**src/rtl/lfsr_check_if.sv**
```systemverilog
// lfsr_check_if -- bus bundle for the lfsr_check pattern checker.
//
// Signals:
//   cfg_*  : APB slave port (6-bit byte address, 32-bit data). Accesses are
//            decoded in the setup phase; pready is tied high, pslverr low.
//   din_*  : streaming input (data word plus end-of-frame marker).
//
// Modports:
//   master : drives APB requests and the data stream (bench / upstream).
//   slave  : the checker itself.
//
// Handshake: a din beat transfers on every rising clk edge where din_valid
// and din_ready are both high. din_data and din_eof are only meaningful
// while din_valid is high. The producer must not drop din_valid or change
// din_data/din_eof until the beat has been taken. din_ready does not depend
// on din_valid.
interface lfsr_check_if #(
    parameter int DataBits = 8
);
    logic [5:0]          cfg_paddr;
    logic                cfg_pwrite;
    logic [31:0]         cfg_pwdata;
    logic                cfg_psel;
    logic                cfg_penable;
    logic                cfg_pready;
    logic [31:0]         cfg_prdata;
    logic                cfg_pslverr;
    logic                din_valid;
    logic                din_ready;
    logic [DataBits-1:0] din_data;
    logic                din_eof;

    modport master (
        output cfg_paddr, cfg_pwrite, cfg_pwdata, cfg_psel, cfg_penable,
        input  cfg_pready, cfg_prdata, cfg_pslverr,
        output din_valid, din_data, din_eof,
        input  din_ready
    );

    modport slave (
        input  cfg_paddr, cfg_pwrite, cfg_pwdata, cfg_psel, cfg_penable,
        output cfg_pready, cfg_prdata, cfg_pslverr,
        input  din_valid, din_data, din_eof,
        output din_ready
    );
endinterface

```
**src/rtl/lfsr_check.sv**
```systemverilog
// lfsr_check -- checks an incoming word stream against a known pattern
// (17-bit LFSR, incrementing counter, all ones or all zeros) and keeps
// word / error / frame / frame-length-error statistics readable over APB.
//
// Ports:
//   clk    : the only clock
//   rst_n  : asynchronous active-low reset; deassertion is synchronised
//   bus    : lfsr_check_if.slave (APB config port + din stream)
//
// Register map (word address = cfg_paddr >> 2):
//   0 Go RW, 1 RxCount RO, 2 Clr RW, 3 Repeat RW, 4 Length RW,
//   5 Pattern RW (0 LFSR, 1 counter, 2 ones, 3 zeros), 6 ErrCount RO,
//   7 FrameCount RO, 8 LenErrCount RO, 9 Status RO (bit0 checking,
//   bit1 sticky error), 10..12 first-error capture RO.
//
// Build option: define LFSR_CHECK_CAPTURE_EN to keep a copy of the first
// mismatch (RxCount before increment, expected word, received word) at
// addresses 10..12. Without it those addresses read as zero.

// Fibonacci LFSR, x^17 + x^14 + 1. rst and init both load the seed; rst is
// a synchronous clear driven by the checker's reset and Clr.
module lfsr17_shift #(
    parameter logic [16:0] Seed = 17'h15555
) (
    input  logic        clk,
    input  logic        rst,
    input  logic        init,
    input  logic        shift,
    output logic [16:0] state
);
    logic [16:0] state_q;
    logic [16:0] state_d;

    always_comb begin
        state_d = state_q;
        if (rst || init) begin
            state_d = Seed;
        end else if (shift) begin
            state_d = {state_q[15:0], state_q[16] ^ state_q[13]};
        end
    end

    always_ff @(posedge clk) begin
        state_q <= state_d;
    end

    assign state = state_q;
endmodule

module lfsr_check #(
    parameter int          DataBits       = 8,
    parameter int          CountBits      = 32,
    parameter int          MaxLength      = 1024,
    parameter logic [16:0] LfsrSeed       = 17'h15555,
    parameter logic        GoDefault      = 1'b0,
    parameter logic        RepeatDefault  = 1'b0,
    parameter logic [1:0]  PatternDefault = 2'd0
) (
    input  logic         clk,
    input  logic         rst_n,
    lfsr_check_if.slave  bus
);
    typedef enum logic [1:0] {ST_IDLE, ST_SYNC, ST_CHECK} state_e;

    function automatic logic [CountBits-1:0] sat_inc(input logic [CountBits-1:0] v);
        if (&v) return v;
        return v + CountBits'(1);
    endfunction

    // Reset: asserts asynchronously, releases two clk edges after rst_n.
    logic rst_meta_q, rst_core_n_q;
    always_ff @(posedge clk or negedge rst_n) begin
        if (!rst_n) begin
            rst_meta_q   <= 1'b0;
            rst_core_n_q <= 1'b0;
        end else begin
            rst_meta_q   <= 1'b1;
            rst_core_n_q <= rst_meta_q;
        end
    end

    // din_ready rises on the first edge after release. Beats taken before
    // the core leaves reset land in Idle and are discarded anyway.
    logic din_ready_q, din_ready_d;
    assign din_ready_d = 1'b1;
    always_ff @(posedge clk or negedge rst_n) begin
        if (!rst_n) din_ready_q <= 1'b0;
        else        din_ready_q <= din_ready_d;
    end

    state_e                state_q, state_d;
    logic                  go_q, go_d, clr_q, clr_d, repeat_q, repeat_d;
    logic [1:0]            pattern_q, pattern_d;
    logic [31:0]           length_q, length_d, word_idx_q, word_idx_d;
    logic [CountBits-1:0]  rx_count_q, rx_count_d, err_count_q, err_count_d;
    logic [CountBits-1:0]  frame_count_q, frame_count_d, len_err_count_q, len_err_count_d;
    logic                  sticky_q, sticky_d;
    logic [DataBits-1:0]   cnt_q, cnt_d;
    logic [31:0]           prdata_q, prdata_d;

    logic                  beat, check_beat, checking, gen_init, mismatch;
    logic [DataBits-1:0]   exp_word;
    logic [16:0]           lfsr_state;
    logic [3:0]            reg_addr;
    logic                  wr_en, rd_en;
    logic                  unused_addr_bits;

    assign beat             = bus.din_valid & din_ready_q;
    assign reg_addr         = bus.cfg_paddr[5:2];
    assign wr_en            = bus.cfg_psel & ~bus.cfg_penable & bus.cfg_pwrite;
    assign rd_en            = bus.cfg_psel & ~bus.cfg_penable & ~bus.cfg_pwrite;
    assign unused_addr_bits = ^bus.cfg_paddr[1:0];

    // FSM: state register
    always_ff @(posedge clk or negedge rst_core_n_q) begin
        if (!rst_core_n_q) state_q <= ST_IDLE;
        else               state_q <= state_d;
    end

    // FSM: next state. In Check, Go=0 only takes effect at a frame end.
    always_comb begin
        state_d = state_q;
        if (clr_q) begin
            state_d = ST_IDLE;
        end else begin
            case (state_q)
                ST_IDLE:  if (go_q) state_d = repeat_q ? ST_SYNC : ST_CHECK;
                ST_SYNC:  if (!go_q) state_d = ST_IDLE;
                          else if (beat && bus.din_eof) state_d = ST_CHECK;
                ST_CHECK: if (beat && bus.din_eof && !go_q) state_d = ST_IDLE;
                default:  state_d = ST_IDLE;
            endcase
        end
    end

    // FSM: outputs. The generators sit at their initial value whenever we
    // are not checking, so every entry into Check starts a fresh sequence.
    always_comb begin
        checking   = (state_q == ST_CHECK);
        check_beat = checking && beat && !clr_q;
        gen_init   = !checking || (check_beat && bus.din_eof && repeat_q);
    end

    lfsr17_shift #(.Seed(LfsrSeed)) u_lfsr (
        .clk   (clk),
        .rst   (!rst_core_n_q || clr_q),
        .init  (gen_init),
        .shift (check_beat),
        .state (lfsr_state)
    );

    always_comb begin
        case (pattern_q)
            2'd0:    exp_word = DataBits'(lfsr_state);
            2'd1:    exp_word = cnt_q;
            2'd2:    exp_word = '1;
            default: exp_word = '0;
        endcase
        mismatch = (bus.din_data != exp_word);
    end

`ifdef LFSR_CHECK_CAPTURE_EN
    // First mismatch since reset/Clr: sticky_q is still clear at that beat.
    logic [CountBits-1:0] cap_idx_q, cap_idx_d;
    logic [DataBits-1:0]  cap_exp_q, cap_exp_d, cap_rcv_q, cap_rcv_d;
    always_comb begin
        cap_idx_d = cap_idx_q;
        cap_exp_d = cap_exp_q;
        cap_rcv_d = cap_rcv_q;
        if (clr_q) begin
            cap_idx_d = '0;
            cap_exp_d = '0;
            cap_rcv_d = '0;
        end else if (check_beat && mismatch && !sticky_q) begin
            cap_idx_d = rx_count_q;
            cap_exp_d = exp_word;
            cap_rcv_d = bus.din_data;
        end
    end
    always_ff @(posedge clk or negedge rst_core_n_q) begin
        if (!rst_core_n_q) begin
            cap_idx_q <= '0;
            cap_exp_q <= '0;
            cap_rcv_q <= '0;
        end else begin
            cap_idx_q <= cap_idx_d;
            cap_exp_q <= cap_exp_d;
            cap_rcv_q <= cap_rcv_d;
        end
    end
`endif

    always_comb begin
        go_d            = go_q;
        clr_d           = clr_q;
        repeat_d        = repeat_q;
        length_d        = length_q;
        pattern_d       = pattern_q;
        rx_count_d      = rx_count_q;
        err_count_d     = err_count_q;
        frame_count_d   = frame_count_q;
        len_err_count_d = len_err_count_q;
        sticky_d        = sticky_q;
        word_idx_d      = word_idx_q;
        cnt_d           = cnt_q;
        prdata_d        = prdata_q;

        if (wr_en) begin
            case (reg_addr)
                4'd0:    go_d      = bus.cfg_pwdata[0];
                4'd2:    clr_d     = bus.cfg_pwdata[0];
                4'd3:    repeat_d  = bus.cfg_pwdata[0];
                4'd4:    length_d  = bus.cfg_pwdata;
                4'd5:    pattern_d = bus.cfg_pwdata[1:0];
                default: ;
            endcase
        end

        if (clr_q) begin
            rx_count_d      = '0;
            err_count_d     = '0;
            frame_count_d   = '0;
            len_err_count_d = '0;
            sticky_d        = 1'b0;
            word_idx_d      = '0;
            cnt_d           = '0;
        end else begin
            if (check_beat) begin
                rx_count_d = sat_inc(rx_count_q);
                if (mismatch) begin
                    err_count_d = sat_inc(err_count_q);
                    sticky_d    = 1'b1;
                end
                if (bus.din_eof) begin
                    frame_count_d = sat_inc(frame_count_q);
                    if (word_idx_q != length_q - 32'd1) begin
                        len_err_count_d = sat_inc(len_err_count_q);
                    end
                    word_idx_d = '0;
                end else begin
                    word_idx_d = word_idx_q + 32'd1;
                end
            end
            if (gen_init)        cnt_d = '0;
            else if (check_beat) cnt_d = cnt_q + DataBits'(1);
        end

        // Unmapped addresses leave the read register untouched.
        if (rd_en) begin
            case (reg_addr)
                4'd0:  prdata_d = 32'(go_q);
                4'd1:  prdata_d = 32'(rx_count_q);
                4'd2:  prdata_d = 32'(clr_q);
                4'd3:  prdata_d = 32'(repeat_q);
                4'd4:  prdata_d = length_q;
                4'd5:  prdata_d = 32'(pattern_q);
                4'd6:  prdata_d = 32'(err_count_q);
                4'd7:  prdata_d = 32'(frame_count_q);
                4'd8:  prdata_d = 32'(len_err_count_q);
                4'd9:  prdata_d = {30'd0, sticky_q, checking};
`ifdef LFSR_CHECK_CAPTURE_EN
                4'd10: prdata_d = 32'(cap_idx_q);
                4'd11: prdata_d = 32'(cap_exp_q);
                4'd12: prdata_d = 32'(cap_rcv_q);
`else
                4'd10, 4'd11, 4'd12: prdata_d = '0;
`endif
                default: ;
            endcase
        end
    end

    always_ff @(posedge clk or negedge rst_core_n_q) begin
        if (!rst_core_n_q) begin
            go_q            <= GoDefault;
            clr_q           <= 1'b0;
            repeat_q        <= RepeatDefault;
            length_q        <= 32'(MaxLength);
            pattern_q       <= PatternDefault;
            rx_count_q      <= '0;
            err_count_q     <= '0;
            frame_count_q   <= '0;
            len_err_count_q <= '0;
            sticky_q        <= 1'b0;
            word_idx_q      <= '0;
            cnt_q           <= '0;
            prdata_q        <= '0;
        end else begin
            go_q            <= go_d;
            clr_q           <= clr_d;
            repeat_q        <= repeat_d;
            length_q        <= length_d;
            pattern_q       <= pattern_d;
            rx_count_q      <= rx_count_d;
            err_count_q     <= err_count_d;
            frame_count_q   <= frame_count_d;
            len_err_count_q <= len_err_count_d;
            sticky_q        <= sticky_d;
            word_idx_q      <= word_idx_d;
            cnt_q           <= cnt_d;
            prdata_q        <= prdata_d;
        end
    end

    assign bus.din_ready   = din_ready_q;
    assign bus.cfg_prdata  = prdata_q;
    assign bus.cfg_pready  = 1'b1;
    assign bus.cfg_pslverr = 1'b0;
endmodule

```
**src/flat_wrapper.sv**
```systemverilog
// flat-port wrapper written by rule: the top's interface ports become plain ports
module lfsr_check_flat 
#(
    parameter int          DataBits       = 8,
    parameter int          CountBits      = 32,
    parameter int          MaxLength      = 1024,
    parameter logic [16:0] LfsrSeed       = 17'h15555,
    parameter logic        GoDefault      = 1'b0,
    parameter logic        RepeatDefault  = 1'b0,
    parameter logic [1:0]  PatternDefault = 2'd0
)
  (clk, rst_n, bus_cfg_paddr, bus_cfg_pwrite, bus_cfg_pwdata, bus_cfg_psel, bus_cfg_penable, bus_cfg_pready, bus_cfg_prdata, bus_cfg_pslverr, bus_din_valid, bus_din_data, bus_din_eof, bus_din_ready);
  lfsr_check_if #(.DataBits(DataBits)) bus_i ();
  input  logic clk;
  input  logic rst_n;
  input wire logic [$bits(bus_i.cfg_paddr)-1:0] bus_cfg_paddr;
  input wire logic [$bits(bus_i.cfg_pwrite)-1:0] bus_cfg_pwrite;
  input wire logic [$bits(bus_i.cfg_pwdata)-1:0] bus_cfg_pwdata;
  input wire logic [$bits(bus_i.cfg_psel)-1:0] bus_cfg_psel;
  input wire logic [$bits(bus_i.cfg_penable)-1:0] bus_cfg_penable;
  output wire logic [$bits(bus_i.cfg_pready)-1:0] bus_cfg_pready;
  output wire logic [$bits(bus_i.cfg_prdata)-1:0] bus_cfg_prdata;
  output wire logic [$bits(bus_i.cfg_pslverr)-1:0] bus_cfg_pslverr;
  input wire logic [$bits(bus_i.din_valid)-1:0] bus_din_valid;
  input wire logic [$bits(bus_i.din_data)-1:0] bus_din_data;
  input wire logic [$bits(bus_i.din_eof)-1:0] bus_din_eof;
  output wire logic [$bits(bus_i.din_ready)-1:0] bus_din_ready;
  assign bus_i.cfg_paddr = bus_cfg_paddr;
  assign bus_i.cfg_pwrite = bus_cfg_pwrite;
  assign bus_i.cfg_pwdata = bus_cfg_pwdata;
  assign bus_i.cfg_psel = bus_cfg_psel;
  assign bus_i.cfg_penable = bus_cfg_penable;
  assign bus_cfg_pready = bus_i.cfg_pready;
  assign bus_cfg_prdata = bus_i.cfg_prdata;
  assign bus_cfg_pslverr = bus_i.cfg_pslverr;
  assign bus_i.din_valid = bus_din_valid;
  assign bus_i.din_data = bus_din_data;
  assign bus_i.din_eof = bus_din_eof;
  assign bus_din_ready = bus_i.din_ready;
  lfsr_check #(.DataBits(DataBits), .CountBits(CountBits), .MaxLength(MaxLength), .LfsrSeed(LfsrSeed), .GoDefault(GoDefault), .RepeatDefault(RepeatDefault), .PatternDefault(PatternDefault)) u_core (.clk(clk), .rst_n(rst_n), .bus(bus_i));
endmodule
```
**config.mk**
```make
export PLATFORM = sky130hd
export DESIGN_NAME = lfsr_check_flat
export DESIGN_NICKNAME = d
export VERILOG_FILES = /design/src/rtl/lfsr_check_if.sv /design/src/rtl/lfsr_check.sv /design/src/flat_wrapper.sv
export SDC_FILE = /design/constraint.sdc
export NUM_CORES = 1
export LEC_CHECK = 0
export BUFFER_PORTS_ARGS = -buffer_cell sky130_fd_sc_hd__buf_2
export CORE_MARGIN = 2
export CORE_UTILIZATION = 53
export CTS_CLUSTER_DIAMETER = 150
export DETAILED_ROUTE_END_ITERATION = 8
export GPL_ROUTABILITY_DRIVEN = 0
export PLACE_DENSITY = 0.71
export SLEW_MARGIN = 25
export SYNTH_ARGS = -nofsm -noshare
export SYNTH_HDL_FRONTEND = slang
export SYNTH_SLANG_ARGS = --single-unit
```
**constraint.sdc**
```tcl
create_clock -name clk -period 9.3 [get_ports clk]
set_clock_uncertainty 0.1 [all_clocks]
set_input_delay 0.93 -clock clk [delete_from_list [all_inputs] [get_ports clk]]
set_output_delay 0.93 -clock clk [all_outputs]
set_load 0.02 [all_outputs]
```
==> results of run 1 <==
[metrics by stage]
stage                     instance area, µm²  cells  setup WS, ps
final                                  16100   2034          5500
after CTS                              16100   2033          5530
after detailed placement               15100   1980          5150
after floorplan                        14500   1631          1930
after global routing                   16100   2034          5260
after global placement                 15100   1980          4810
[layout make-up]
type                    count  share of cell area (%)
well taps                 341                    2.65
repair buffers             97                    3.43
inverters                  19                   0.442
clock inverters            13                    1.09
multi-input cells        1265                    47.5
flip-flops and latches    259                    39.7
clock buffers              40                    5.13
[power breakdown]
group	internal, mW	total [mW]	switching (mW)
clock network	0.730	1.20	0.467
logic	0.103	0.278	0.175
registers	1.16	1.24	0.0888
total	1.99	2.72	0.731
[state kept, by name, summed over array words and instances, names as in the netlist, 2 cells and up]
| signal | count |
|---|---|
| u_core.rx_count_q | 32 |
| u_core.cnt_q | 8 |
| u_core.frame_count_q | 32 |
| u_core.pattern_q | 2 |
| u_core.bus.cfg_prdata | 32 |
| u_core.len_err_count_q | 32 |
| u_core.length_q | 32 |
| u_core.err_count_q | 32 |
| u_core.u_lfsr.state | 17 |
| u_core.word_idx_q | 32 |
| u_core.state_q | 2 |
[critical path, stage by stage (launching register included)]
cell	delay (ps)
dfrtp_1	440
inv_1	100
ha_1	180
nor2b_1	350
nand4_1	300
nor2_1	330
nand2_1	110
xnor2_1	150
a2111oi_1	600
and4_4	570
nor2_1	120
mux2_1	330
[worst max-delay path by stage]
stage	startpoint	to	slack (ps)	cells after the start
floorplan	u_core.rst_core_n_q	u_core.bus.cfg_prdata[0]	1930	0
CTS	u_core.length_q[0]	u_core.len_err_count_q[4]	5530	11
global placement	bus_din_valid	u_core.frame_count_q[25]	4810	10
finish	u_core.length_q[0]	u_core.len_err_count_q[4]	5500	11
detailed placement	bus_din_valid	u_core.frame_count_q[25]	5150	10
global route	u_core.length_q[0]	u_core.len_err_count_q[25]	5260	11
[cells in the final DEF, fill, tap and decap left out, types with 19 or more instances in the layout]
cell type,n
nor2_1,206
dfrtp_1,239
nand3_1,67
nand4_1,45
buf_2,83
mux2_2,34
a221oi_1,30
mux2_1,20
nand2_1,237
and3_1,46
xnor2_1,72
nor4_1,30
nor3_1,39
clkbuf_16,29
o21ai_0,72
nor2b_1,36
a22oi_1,30
inv_1,19
xor2_1,87
a21oi_1,43
[metal layers]
metal	vias to the layer above	share of wire (%)	track usage, %
li1	5796	-	-
met1	5946	44	36.3
met2	360	46	42.4
met3	68	6.1	4.14
met4	0	3.1	8.96
met5	-	0	0
[kinds of logic after synthesis]
family,synth area share (%)
compound gates,10.2
xor+xnor,9.64
fa+ha+maj,0.606
buf+inv,3.00
flops,44.3
mux,5.07
other cells,0.0520
simple gates,27.1
==> impl_metrics.env, run 1 <==
export IMPL_fillCellCount=2389
export IMPL_synth_top_area_share_pct=41.7
export IMPL_row_count=60
export IMPL_grt_setup_unrepaired="false"
export IMPL_cts_setup_buffers=0
export IMPL_ys_seq_area_share_pct=44.3
export IMPL_setup_viol=0
export IMPL_cp_start_kind="flip-flop"
export IMPL_r2r_start="u_core.length_q[0]"
export IMPL_cts_resized=0
export IMPL_synthTopCellsByCount="241 x dfrtp_1, 238 x nand2_1, 208 x nor2_1, 87 x xor2_1, 77 x clkbuf_1"
export IMPL_clk_latency_ps=550
export IMPL_fin_nets=1731
export IMPL_port_buffers=83
export IMPL_fin_crit_ps=3800
export IMPL_synth_seq_cells=259
export IMPL_reg2reg_depth=11
export IMPL_insertedDiodeCount=0
export IMPL_reg2reg_to="u_core.len_err_count_q[4]"
export IMPL_first_global_vias=11725
export IMPL_outcome="finished clean"
export IMPL_report_final_slew_viol_count=0
export IMPL_whs_ps=60.2
export IMPL_drv_cap=0
export IMPL_h_tree_depth=1
export IMPL_clk_path_buf_depth=3
export IMPL_p_leak_nw=6.95
export IMPL_ctsHoldBuffers=0
export IMPL_antenna_left=0
export IMPL_synthCells=1630
export IMPL_drcViolationCount=0
export IMPL_path_clk_slew_ps=60
export IMPL_seqCellArea_um2=6400
export IMPL_synth_cell_type_count=69
export IMPL_hp_class="primary input to async pin"
export IMPL_synth_async_reset_ratio_pct=93.4
export IMPL_first_iter_violations=1131
export IMPL_synth_avg_cell_area_um2=8.86
export IMPL_synthTopCellsByArea="dfrtp_1 42%, nand2_1 6.2%, nor2_1 5.4%"
export IMPL_dieWidth_um=169
export IMPL_vias_per_cell=5.98
export IMPL_clockRootBuffer="clkbuf_16"
export IMPL_grt_util_all_layers_pct=26.3
export IMPL_multi_input_area_um2=7660
export IMPL_grt_max_degree=181
export IMPL_ir_worst_vdd_mv=0.142
export IMPL_rrSetupSlack_ps=5500
export IMPL_gr_total_overflow=0
export IMPL_dieArea_um2=28600
export IMPL_drive_gt1_share_pct=12.1
export IMPL_yosysWarnings=0
export IMPL_grt_pass1_wl_um=60600
export IMPL_wl_um=37100
export IMPL_drtPass1Iterations=6
export IMPL_antenna_found_initial=1
export IMPL_cp_max_fo=30
export IMPL_pin_count=88
export IMPL_core_um2=26900
export IMPL_syn_area_um2=14400
export IMPL_wl_per_cell_um=18.2
export IMPL_synth_edf_count=0
export IMPL_fmaxAchievable_mhz=263
export IMPL_period_share_pct=40.9
export IMPL_initial_core_util_pct=53.8
export IMPL_area_delta_synth_final_pct=11.6
export IMPL_tns_ps=0
export IMPL_synthFlopType="dfrtp_1"
export IMPL_power_density_nw_per_um2=169
export IMPL_hold_violations=0
export IMPL_cp_required_ps=9630
export IMPL_critPathArrivalTime_ps=4130
export IMPL_die_y_um=169
export IMPL_cp_end_kind="flip-flop"
export IMPL_synth_top_area_cell="dfrtp_1"
export IMPL_synth_most_common_cell="dfrtp_1"
export IMPL_final_util_pct=60.0
export IMPL_worstSetupPathType="flip-flop to flip-flop"
export IMPL_dp_hpwl_um=25700
export IMPL_slew_headroom_pct=32.4
export IMPL_cts_tree="built"
export IMPL_worst_pin_slew_ps=1010
export IMPL_numCtsBuffers=29
export IMPL_p_total_mw=2.72
export IMPL_vias=12170
export IMPL_clock_sink_count=259
(Power assumes the default switching activity.)
==> inputs of run 2 (changes only) <==
--- a/config.mk
+++ b/config.mk
@@ -5,13 +5,14 @@
 export SDC_FILE = /design/constraint.sdc
 export NUM_CORES = 1
 export LEC_CHECK = 0
+export ABC_AREA = 1
 export BUFFER_PORTS_ARGS = -buffer_cell sky130_fd_sc_hd__buf_2
 export CORE_MARGIN = 2
 export CORE_UTILIZATION = 53
 export CTS_CLUSTER_DIAMETER = 150
 export DETAILED_ROUTE_END_ITERATION = 8
 export GPL_ROUTABILITY_DRIVEN = 0
-export PLACE_DENSITY = 0.71
+export PLACE_DENSITY = 0.73
 export SLEW_MARGIN = 25
 export SYNTH_ARGS = -nofsm -noshare
 export SYNTH_HDL_FRONTEND = slang
==> constraint.sdc (replaced) <==
create_clock -name clk -period 3.25 [get_ports clk]
set_clock_uncertainty 0.1 [all_clocks]
set_input_delay 0.325 -clock clk [delete_from_list [all_inputs] [get_ports clk]]
set_output_delay 0.325 -clock clk [all_outputs]
set_load 0.02 [all_outputs]
==> impl_metrics.env, run 2 <==
export IMPL_outcome="finished clean"
export IMPL_dieWidth_um=180
export IMPL_ys_seq_area_share_pct=39.0
export IMPL_critPathArrivalTime_ps=3340
export IMPL_whs_ps=17.5
export IMPL_slew_headroom_pct=35.1
export IMPL_worst_pin_slew_ps=971
export IMPL_synth_most_common_cell="nand2_1"
export IMPL_critPathMostFrequentCell="nand2_1"
export IMPL_clockRootBuffer="clkbuf_16"
export IMPL_vias=16970
export IMPL_initial_core_util_pct=53.8
export IMPL_yosysWarnings=0
export IMPL_period_share_pct=90.2
export IMPL_synth_avg_cell_area_um2=6.95
export IMPL_cts_tree="built"
export IMPL_clk_path_buf_depth=3
export IMPL_ir_worst_vdd_mv=0.526
export IMPL_hold_violations=0
export IMPL_setup_viol=0
export IMPL_wl_um=52200
export IMPL_power_density_nw_per_um2=487
export IMPL_port_buffers=83
export IMPL_crit_path_cell_trace="inv_2 -> ha_1 -> nand2_2 -> nor2_4 -> nand2_1 -> nor2_1 -> nand2_1 -> nand3_1 -> nand2_1 -> nand2_1 -> nor2_1 -> nand3_1 -> nor2_1 -> nor2_1 -> nand4_1 -> nand2_1"
export IMPL_antenna_left=0
export IMPL_max_stage_delay_ps=450
export IMPL_synth_async_reset_ratio_pct=93.4
export IMPL_mostFrequentLayoutCells="576 x nand2_1, 318 x nor2_1, 284 x inv_1, 239 x dfrtp_1, 165 x o21ai_0"
export IMPL_cp_start_kind="flip-flop"
export IMPL_p_sw_share_pct=32.8
export IMPL_power_frac_comb_pct=19.2
export IMPL_pwr_share_seq_pct=41.5
export IMPL_first_iter_violations=1727
export IMPL_drcViolationCount=0
export IMPL_p_leak_nw=8.15
export IMPL_syn_area_um2=16400
export IMPL_cp_required_ps=3660
export IMPL_cp_end_kind="flip-flop"
export IMPL_cp_max_fo=12
export IMPL_path_clk_slew_ps=60
export IMPL_drtPass1Iterations=6
export IMPL_insertedDiodeCount=0
export IMPL_grt_setup_unrepaired="false"
export IMPL_synthCells=2362
export IMPL_antenna_found_initial=0
export IMPL_report_final_slew_viol_count=0
export IMPL_synthFlopType="dfrtp_1"
export IMPL_h_tree_depth=1
export IMPL_worstSetupPathType="flip-flop to flip-flop"
export IMPL_vias_per_cell=5.88
export IMPL_pin_count=88
export IMPL_drive_gt1_share_pct=8.35
export IMPL_p_int_mw=6.13
export IMPL_p_clk_share_pct=39.4
export IMPL_core_um2=30500
export IMPL_tns_ps=0
export IMPL_switchingPower_mw=2.99
export IMPL_clock_sink_count=259
export IMPL_synthTopCellsByCount="577 x nand2_1, 318 x nor2_1, 284 x inv_1, 241 x dfrtp_1, 165 x o21ai_0"
export IMPL_dp_hpwl_um=38300
export IMPL_fin_nets=2528
export IMPL_fin_crit_ps=2930
export IMPL_synth_edf_count=0
export IMPL_synth_top_area_share_pct=36.8
export IMPL_row_count=64
export IMPL_synth_cell_type_count=54
export IMPL_wl_per_cell_um=18.1
export IMPL_grt_max_degree=179
export IMPL_synth_top_area_cell="dfrtp_1"
export IMPL_fmaxAchievable_mhz=341
export IMPL_dieArea_um2=32400
export IMPL_synth_seq_cells=259
export IMPL_drv_cap=0
export IMPL_hp_class="primary input to flip-flop"
export IMPL_die_y_um=180
export IMPL_numCtsBuffers=30
export IMPL_gr_total_overflow=0
export IMPL_synthTopCellsByArea="dfrtp_1 37%, nand2_1 13%, nor2_1 7.3%"
export IMPL_clk_latency_ps=600
export IMPL_grt_pass1_wl_um=83700
export IMPL_area_delta_synth_final_pct=14.1
export IMPL_first_global_vias=16050
export IMPL_slowest_stage="dfrtp_1"
export IMPL_grt_util_all_layers_pct=31.8
export IMPL_cts_setup_buffers=0
export IMPL_final_common_cell="nand2_1"
==> run 2: changes by cell type after synthesis, sizes merged, moves of 46 or more <==
cell,delta
mux2,-53
nor2,+123
inv,+271
o21ai,+96
nor3,+46
nand2,+343
xnor2,-47
a21oi,+51
==> run 2: power by group through the flow <==
stage	clock, mW	combinational [mW]	sequential (mW)
after floorplan	0	1.09	3.83
after global placement	0	1.63	3.81
after detailed placement	0	1.67	3.83
after CTS	3.63	1.72	3.77
after global routing	3.75	1.95	3.82
final	3.59	1.75	3.78
==> run 2: layout make-up <==
| cell class | instances | area, µm² |
|---|---|---|
| fill | 2789 | 11800 |
| clock inverter | 21 | 256 |
| clock buffer | 35 | 800 |
| tap | 396 | 495 |
| inverter | 290 | 1090 |
| timing repair buffer | 149 | 1080 |
| sequential | 259 | 6400 |
| multi-input combinational | 1738 | 8600 |
==> run 2: worst paths after layout <==
check,startpoint,end,slack [ps],depth (start not counted)
worst max-delay path,u_core.length_q[0],u_core.len_err_count_q[16],320,16
worst min-delay path,bus_cfg_paddr[5],u_core.clr_q,20,4
worst max register to register,u_core.length_q[0],u_core.len_err_count_q[16],320,16
worst min register to register,u_core.rst_core_n_q,u_core.state_q[1],240,1
max in group asynchronous,u_core.rst_core_n_q,u_core.word_idx_q[15],1910,2
min in group asynchronous,u_core.rst_core_n_q,u_core.state_q[1],240,1
==> run 2: stage by stage <==
stage	util [%]	power (mW)	cell area, µm²	setup WS, ps	std cells
finish	61.4	9.12	18700	320	2888
CTS	61.3	9.13	18700	355	2887
floorplan	-	4.93	16400	262	2363
global placement	56.6	5.44	17300	456	2796
global route	61.4	9.51	18700	36.2	2888
detailed placement	56.6	5.50	17300	370	2796
==> run 2: timing repair <==
action                                  4_1_cts  5_1_grt
endpoints found under the setup margin        0       25
endpoints found under the hold margin        39        0
resized for setup                             0        1
hold buffers                                 35        0
==> run 2: layer usage <==
| layer | up-vias | wire length (µm) | track usage, % |
|---|---|---|---|
| li1 | 8001 | - | - |
| met3 | 164 | 4910 | 6.71 |
| met1 | 7939 | 21700 | 42.8 |
| met5 | - | 0 | 0 |
| met2 | 866 | 22900 | 49.2 |
| met4 | 0 | 2680 | 14.5 |
==> run 2: critical path: cells and delay by family (launching register included) <==
| kind | cells | cell delay (ps) |
|---|---|---|
| simple gates | 14 | 2010 |
| flops | 1 | 450 |
| fa+ha+maj | 1 | 190 |
| buf+inv | 1 | 90 |
==> run 2: cells by family (layout without fill, tap and decap cells) <==
kind of cell	after synthesis	in the layout	synth area share, %
other cells	2	3	0.0458
fa+ha+maj	7	7	0.534
xor+xnor	94	94	5.02
compound gates	388	388	13.7
buf+inv	366	495	8.72
simple gates	1239	1239	32.6
mux	7	7	0.473
flops	259	259	39.0
==> inputs of run 3 (changes only) <==
--- a/config.mk
+++ b/config.mk
@@ -7,12 +7,14 @@
 export LEC_CHECK = 0
 export ABC_AREA = 1
 export BUFFER_PORTS_ARGS = -buffer_cell sky130_fd_sc_hd__buf_2
+export CELL_PAD_IN_SITES_DETAIL_PLACEMENT = 0
+export CELL_PAD_IN_SITES_GLOBAL_PLACEMENT = 1
 export CORE_MARGIN = 2
-export CORE_UTILIZATION = 53
+export CORE_UTILIZATION = 25
 export CTS_CLUSTER_DIAMETER = 150
 export DETAILED_ROUTE_END_ITERATION = 8
 export GPL_ROUTABILITY_DRIVEN = 0
-export PLACE_DENSITY = 0.73
+export PLACE_DENSITY_LB_ADDON = 0.1
 export SLEW_MARGIN = 25
 export SYNTH_ARGS = -nofsm -noshare
 export SYNTH_HDL_FRONTEND = slang
==> impl_metrics.env, run 3 (synthesized netlist as in run 2, its figures left out) <==
export IMPL_wl_um=66400
export IMPL_cts_tree="built"
export IMPL_row_count=93
export IMPL_max_stage_delay_ps=440
export IMPL_core_um2=64700
export IMPL_h_tree_depth=2
export IMPL_drtPass1Iterations=5
export IMPL_slowest_stage="dfrtp_1"
export IMPL_critPathArrivalTime_ps=3320
export IMPL_pin_count=88
export IMPL_multi_input_area_um2=8590
export IMPL_wl_per_cell_um=19.8
export IMPL_rrSetupSlack_ps=320
export IMPL_grt_pass1_wl_um=101000
export IMPL_hp_class="primary input to flip-flop"
export IMPL_antenna_found_initial=2
export IMPL_outcome="finished clean"
export IMPL_ir_worst_vdd_mv=0.292
export IMPL_cp_required_ps=3640
export IMPL_post_place_ws_ps=268
export IMPL_drcViolationCount=0
export IMPL_initial_core_util_pct=25.4
export IMPL_critPathMostFrequentCell="nand2_1"
export IMPL_final_common_cell="nand2_1"
export IMPL_grt_max_degree=113
export IMPL_insertedDiodeCount=0
export IMPL_dieArea_um2=67700
export IMPL_antenna_left=0
export IMPL_path_clk_slew_ps=60
export IMPL_first_iter_violations=1229
export IMPL_grt_setup_unrepaired="false"
export IMPL_dieWidth_um=260
export IMPL_vias_per_cell=4.82
export IMPL_grt_util_all_layers_pct=19.8
export IMPL_p_leak_nw=8.26
export IMPL_numCtsBuffers=36
export IMPL_gr_total_overflow=0
export IMPL_slew_headroom_pct=40.1
export IMPL_clk_path_buf_depth=3
export IMPL_power_density_nw_per_um2=490
export IMPL_report_final_slew_viol_count=0
export IMPL_tns_ps=0
export IMPL_cp_end_kind="flip-flop"
export IMPL_fin_nets=2543
export IMPL_hold_violations=0
export IMPL_first_global_vias=16030
export IMPL_die_y_um=260
export IMPL_setup_viol=0
export IMPL_fmaxAchievable_mhz=341
export IMPL_crit_path_cell_trace="inv_2 -> ha_1 -> nand2_2 -> nor2_4 -> buf_4 -> nand2_1 -> o21ai_1 -> nand2_1 -> nand2_1 -> nand2_1 -> nor2_1 -> nand2_1 -> nor2_2 -> nand4_4 -> nand3_4 -> nand2_1 -> nand2_1"
export IMPL_fin_ws_ps=318
export IMPL_drv_cap=0
export IMPL_final_area_um2=19400
export IMPL_fillCellCount=7235
export IMPL_vias=16216
export IMPL_dp_hpwl_um=51300
export IMPL_dpl_cell_area_um2=17900
export IMPL_drive_gt1_share_pct=8.62
export IMPL_area_delta_synth_final_pct=18.3
export IMPL_seqCellArea_um2=6400
export IMPL_p_total_mw=9.51
export IMPL_worstSetupPathType="flip-flop to flip-flop"
export IMPL_clock_sink_count=259
export IMPL_mostFrequentLayoutCells="576 x nand2_1, 318 x nor2_1, 284 x inv_1, 239 x dfrtp_1, 165 x o21ai_0"
export IMPL_cp_max_fo=32
export IMPL_port_buffers=83
export IMPL_final_util_pct=30.0
export IMPL_fin_crit_ps=2930
export IMPL_cts_setup_buffers=0
export IMPL_worst_pin_slew_ps=891
export IMPL_clockRootBuffer="clkbuf_16"
export IMPL_cts_resized=0
export IMPL_whs_ps=73.3
export IMPL_cp_start_kind="flip-flop"
export IMPL_dp_cells=3266
export IMPL_fin_cells=3362
export IMPL_period_share_pct=90.2
export IMPL_clk_latency_ps=550
[run 3: cell types whose count changed in the layout (fill, tap and decap cells not counted), sizes merged]
cell         previous run  this run
clkbuf                 35        55
buf                   114       124
clkinvlp                7         0
bufinv                  4         1
clkinv                  9         6
dlygate4sd3            35        34
inv                   291       290
[run 3: timing repair]
action | in CTS | in global routing
hold buffers | 34 | 0
hold endpoints to repair | 35 | 0
endpoints found under the setup margin | 0 | 0
[run 3: metal layers]
metal / GRT usage (%) / wire length, µm / vias up
li1: - / - / 8044
met2: 30.5 / 29000 / 330
met1: 28.8 / 33100 / 7778
met5: 0 / 18 / -
met3: 3.23 / 3030 / 62
met4: 4.38 / 1290 / 2
[run 3: area by class of cell]
cell class | instances | area share, %
tap | 855 | 5.51
clock buffer | 55 | 5.53
multi-input combinational | 1738 | 44.3
clock inverter | 7 | 0.329
inverter | 290 | 5.61
sequential | 259 | 33.0
timing repair buffer | 158 | 5.80
[run 3: final timing paths]
kind	start	end	depth (start not counted)
max	u_core.length_q[0]	u_core.len_err_count_q[21]	17
min	bus_cfg_paddr[4]	u_core.clr_q	4
max reg2reg	u_core.length_q[0]	u_core.len_err_count_q[21]	17
min reg2reg	u_core.rst_core_n_q	u_core.go_q	0
max in group asynchronous	u_core.rst_core_n_q	u_core.len_err_count_q[18]	1
min in group asynchronous	u_core.rst_core_n_q	u_core.go_q	0
[run 3: report_power, final]
group	switching, mW	total, mW	leakage (nW)	internal, mW
logic	1.25	1.78	4.35	0.537
clock network	1.58	3.93	0.563	2.34
registers	0.290	3.79	3.34	3.50
[run 3: worst max-delay path, delay by kind of cell (launching register included)]
| kind | cells | cell delay (ps) |
|---|---|---|
| DFF | 1 | 440 |
| and+or+nand+nor | 13 | 1630 |
| buffers and inverters | 2 | 280 |
| AOI/OAI and AO/OA | 1 | 220 |
| adders and majority gates | 1 | 200 |
